==> config.mk <==
export PLATFORM = sky130hd
export DESIGN_NAME = demux_2way_buf
export DESIGN_NICKNAME = d
export VERILOG_FILES = /design/src/rtl/demux_2way_buf.sv
export SDC_FILE = /design/constraint.sdc
export NUM_CORES = 1
export LEC_CHECK = 0
export CAP_MARGIN = 25
export CORE_UTILIZATION = 44
export DETAILED_ROUTE_END_ITERATION = 12
export GPL_TIMING_DRIVEN = 1
export HOLD_SLACK_MARGIN = 0.08
export PLACE_DENSITY = 0.76
export RECOVER_POWER = 50
export REMOVE_ABC_BUFFERS = 1
export SETUP_SLACK_MARGIN = 0.3
export SLEW_MARGIN = 40
export SYNTH_ARGS = -nofsm -noshare
export SYNTH_HDL_FRONTEND = slang
export SYNTH_SLANG_ARGS = --single-unit
==> constraint.sdc <==
create_clock -name clk -period 1.35 [get_ports clk]
set_input_delay 0.27 -clock clk [delete_from_list [all_inputs] [get_ports clk]]
set_output_delay 0.27 -clock clk [all_outputs]
set_load 0.03 [all_outputs]
==> src/rtl/demux_2way_buf.sv <==
// demux_2way_buf: registered 1:2 demux steering one valid/ready stream to two
// one-entry output buffers, with per-channel delivery counters.
module demux_2way_buf #(
    parameter int WIDTH = 1,
    parameter int CNTW  = 8
) (
    input  logic             clk,
    input  logic             reset,
    input  logic             in_valid,
    output logic             in_ready,
    input  logic [WIDTH-1:0] in_data,
    input  logic             sel,
    output logic             out0_valid,
    input  logic             out0_ready,
    output logic [WIDTH-1:0] out0_data,
    output logic             out1_valid,
    input  logic             out1_ready,
    output logic [WIDTH-1:0] out1_data,
    output logic [CNTW-1:0]  cnt0,
    output logic [CNTW-1:0]  cnt1
);
    logic [1:0]            v;
    logic [1:0]            rdy;
    logic [1:0]            wr;
    logic [1:0][WIDTH-1:0] d;
    logic [1:0][CNTW-1:0]  c;

    // Readiness looks only at the addressed channel, so a stalled side never blocks the other.
    assign in_ready = ~reset & (sel ? (~v[1] | out1_ready) : (~v[0] | out0_ready));
    assign rdy      = {out1_ready, out0_ready};
    assign wr       = {in_valid & in_ready & sel, in_valid & in_ready & ~sel};

    always_ff @(posedge clk) begin
        if (reset) begin
            v <= '0;
            d <= '0;
            c <= '0;
        end else begin
            for (int n = 0; n < 2; n++) begin
                if (wr[n]) d[n] <= in_data;
                v[n] <= wr[n] | (v[n] & ~rdy[n]);
                if (v[n] & rdy[n]) c[n] <= c[n] + 1'b1;
            end
        end
    end

    assign out0_valid = v[0];
    assign out1_valid = v[1];
    assign out0_data  = d[0];
    assign out1_data  = d[1];
    assign cnt0       = c[0];
    assign cnt1       = c[1];
endmodule

==> impl_metrics.json, run 1 <==
{
  "crit_fanout": 5,
  "max-slew-margin-rel": 0.666,
  "grtUsageTotal": 0.281,
  "routabilityCongestion": 0.753,
  "netlist_area_um2": 888,
  "die_x_um": 46.9,
  "maxCapViolCount": 0,
  "fill_cells": 65,
  "fmax_mhz": 636,
  "clockBufferDepth": 2,
  "async_reset_ff_frac": 0,
  "synthToLayoutAreaGrowth_pct": 87.7,
  "yosysTopAreaCell": "dfxtp_1",
  "first_pass_iters": 6,
  "vias_per_cell": 6.20,
  "setup_viol": 11,
  "portBuffers": 27,
  "min-delay-path-class": "in2reg",
  "p_leak_uw": 0.000685,
  "fin_crit_sh": 1.17,
  "synthTopCellsByCount": "dfxtp_1, a21oi_1, o21ai_0",
  "drc": 0,
  "setup_slack_ns": -0.224,
  "cp.required_ns": 1.08,
  "h-tree-depth": 1,
  "holdWs_ns": 0.367,
  "ir_drop_v": 0.000526,
  "io_pins": 28,
  "power-per-cell-area_nw_per_um2": 688,
  "hpwlAfterDp_mm": 1.48,
  "yosys-top-cells-area": "dfxtp_1, a21oi_1, o21ai_0",
  "slew_viol_final": 0,
  "ys_seq_elements": 20,
  "cts.sinks": 20,
  "final.setup_skew_ns": 0.00668,
  "die_area_um2": 2200,
  "drive_above_1_share": 0.606,
  "num_vias": 1178,
  "setup.worst_path.start_class": "flop",
  "grt_max_degree": 21,
  "core_area_um2": 1800,
  "worst_pin_slew_ns": 0.501,
  "grt_antenna_before_repair": 0,
  "synth.avg_cell_area_um2": 8.71,
  "path_clk_slew_ns": 0.12,
  "clock_latency_ns": 0.32,
  "ys.flop_type": "dfxtp_1",
  "p_total_uw": 1150,
  "layout_min_cycle_time_ns": 1.57,
  "fin_tns_setup_ns": -0.925,
  "grt_overflow": 0,
  "synth_edf_count": 0,
  "wire_per_inst_um": 20.6,
  "dr.first_iter.drc_count": 63,
  "nets": 175,
  "final_cells": 190,
  "yosysMostFrequentCell": "dfxtp_1",
  "synth.top_cell.area_share": 0.451,
  "hold_viol": 0,
  "initial_core_util": 0.493,
  "wl_mm": 3.91,
  "yosysWarnings": 0,
  "status": "finished with violations",
  "root_buffer": "clkbuf_4",
  "dp_cells": 165,
  "num_rows": 15,
  "violations": "negative setup slack",
  "cp.arrival_ns": 1.30,
  "cts_tree": "built",
  "ctsHoldBuffers": 0,
  "crit_type": "reg2out",
  "num_antenna_cells": 0,
  "grt_pass1_wl_mm": 4.28,
  "worstSetupEndpointType": "output port",
  "rsz0062_at_grt": "yes",
  "yosysUniqueCellTypes": 24,
  "ys_seq_area_frac": 0.451,
  "fp.dieH_um": 46.9,
  "cts_made_buffers": 3,
  "drtAntennaViolNets": 0,
  "grt_pass1_vias": 1011,
  "syn_inst": 102,
  "dp_slack_ns": -0.376
}
## layout make-up
type                            count  area [µm²]  share of cell area
Multi-Input combinational cell     76         568               0.341
Clock buffer                        4        36.3              0.0218
Sequential cell                    20         445               0.267
Inverter                            4        15.0             0.00900
Timing Repair Buffer               61         572               0.343
Tap cell                           25        31.3              0.0188
## timing repair
item | in CTS | in global routing
pin swaps | 18 | 13
setup buffers | 14 | 7
resized for setup | 138 | 19
endpoints found under the setup margin | 34 | 35
## stage by stage
| step | cell area, µm² | util |
|---|---|---|
| after floorplan | 881 | - |
| after global placement | 1260 | 0.698 |
| after detailed placement | 1260 | 0.698 |
| after CTS | 1550 | 0.862 |
| after global routing | 1670 | 0.926 |
| final | 1670 | 0.926 |
## worst paths after layout
| kind | cells after the start | from | endpoint | slack (ns) |
|---|---|---|---|---|
| max | 3 | v[1]$_SDFF_PP0_ | in_ready | -0.22 |
| min | 3 | sel | v[1]$_SDFF_PP0_ | 0.37 |
| max reg2reg | 7 | v[0]$_SDFF_PP0_ | cnt0[6]$_SDFFE_PP0P_ | -0.16 |
| min reg2reg | 2 | cnt1[7]$_SDFFE_PP0P_ | cnt1[7]$_SDFFE_PP0P_ | 0.53 |
## kinds of logic (layout without fill, tap and decap cells)
| kind of cell | count (synthesis) | count (layout) | synth area share |
|---|---|---|---|
| AOI/OAI and AO/OA | 29 | 29 | 0.177 |
| xor gates and xnor gates | 4 | 4 | 0.0394 |
| adders and majority gates | 2 | 2 | 0.0282 |
| buffers and inverters | 6 | 69 | 0.0254 |
| DFF | 20 | 20 | 0.451 |
| and+or+nand+nor | 41 | 41 | 0.279 |
## per-layer routing
metal | up-vias | track usage | share of wire
met2 | 84 | 0.519 | 0.51
met1 | 560 | 0.296 | 0.38
li1 | 507 | - | -
met4 | 0 | 0.166 | 0.054
met5 | - | 0 | 0
met3 | 27 | 0.0462 | 0.062
## layout by cell type (no fill, tap or decap), drive strengths merged
master | synthesis | final
a211oi | 1 | 1
a21oi | 16 | 16
and2b | 2 | 2
buf | 0 | 54
clkbuf | 2 | 5
clkdlybuf4s50 | 0 | 2
dfxtp | 20 | 20
dlygate4sd2 | 0 | 2
dlygate4sd3 | 0 | 1
dlymetal6s2s | 0 | 1
ha | 2 | 2
inv | 4 | 4
nand2 | 7 | 7
nand2b | 1 | 1
nand3 | 6 | 6
nand4 | 7 | 7
nor2 | 5 | 5
o21ai | 8 | 8
o31ai | 4 | 4
or2b | 2 | 2
or3 | 6 | 6
or3b | 1 | 1
or4 | 4 | 4
xnor2 | 2 | 2
xor2 | 2 | 2
## report_power, final
group	total (µW)	switching [µW]	internal, µW	leakage [µW]
combinational	169	88.2	80.4	0.000490
sequential	600	12.3	587	0.000174
clock	380	214	165	0.0000210
## registers in the layout, summed over array words and instances (netlist names)
signal     cells
cnt0           8
out0_data      1
v              2
out1_data      1
cnt1           8
## worst max-delay path, cell delays in order, from the launching register on
cell and delay (ns):
dfxtp_2 0.37, and2b_1 0.19, a211oi_2 0.23, buf_4 0.19
Note: power is estimated with default switching activity, not from simulation.
==> inputs of run 2 (changes only) <==
--- a/config.mk
+++ b/config.mk
@@ -14,7 +14,6 @@
 export RECOVER_POWER = 50
 export REMOVE_ABC_BUFFERS = 1
 export SETUP_SLACK_MARGIN = 0.3
-export SLEW_MARGIN = 40
 export SYNTH_ARGS = -nofsm -noshare
 export SYNTH_HDL_FRONTEND = slang
 export SYNTH_SLANG_ARGS = --single-unit
==> results of run 2 <==
Final layout, timing and power as in run 1 (identical DEF).
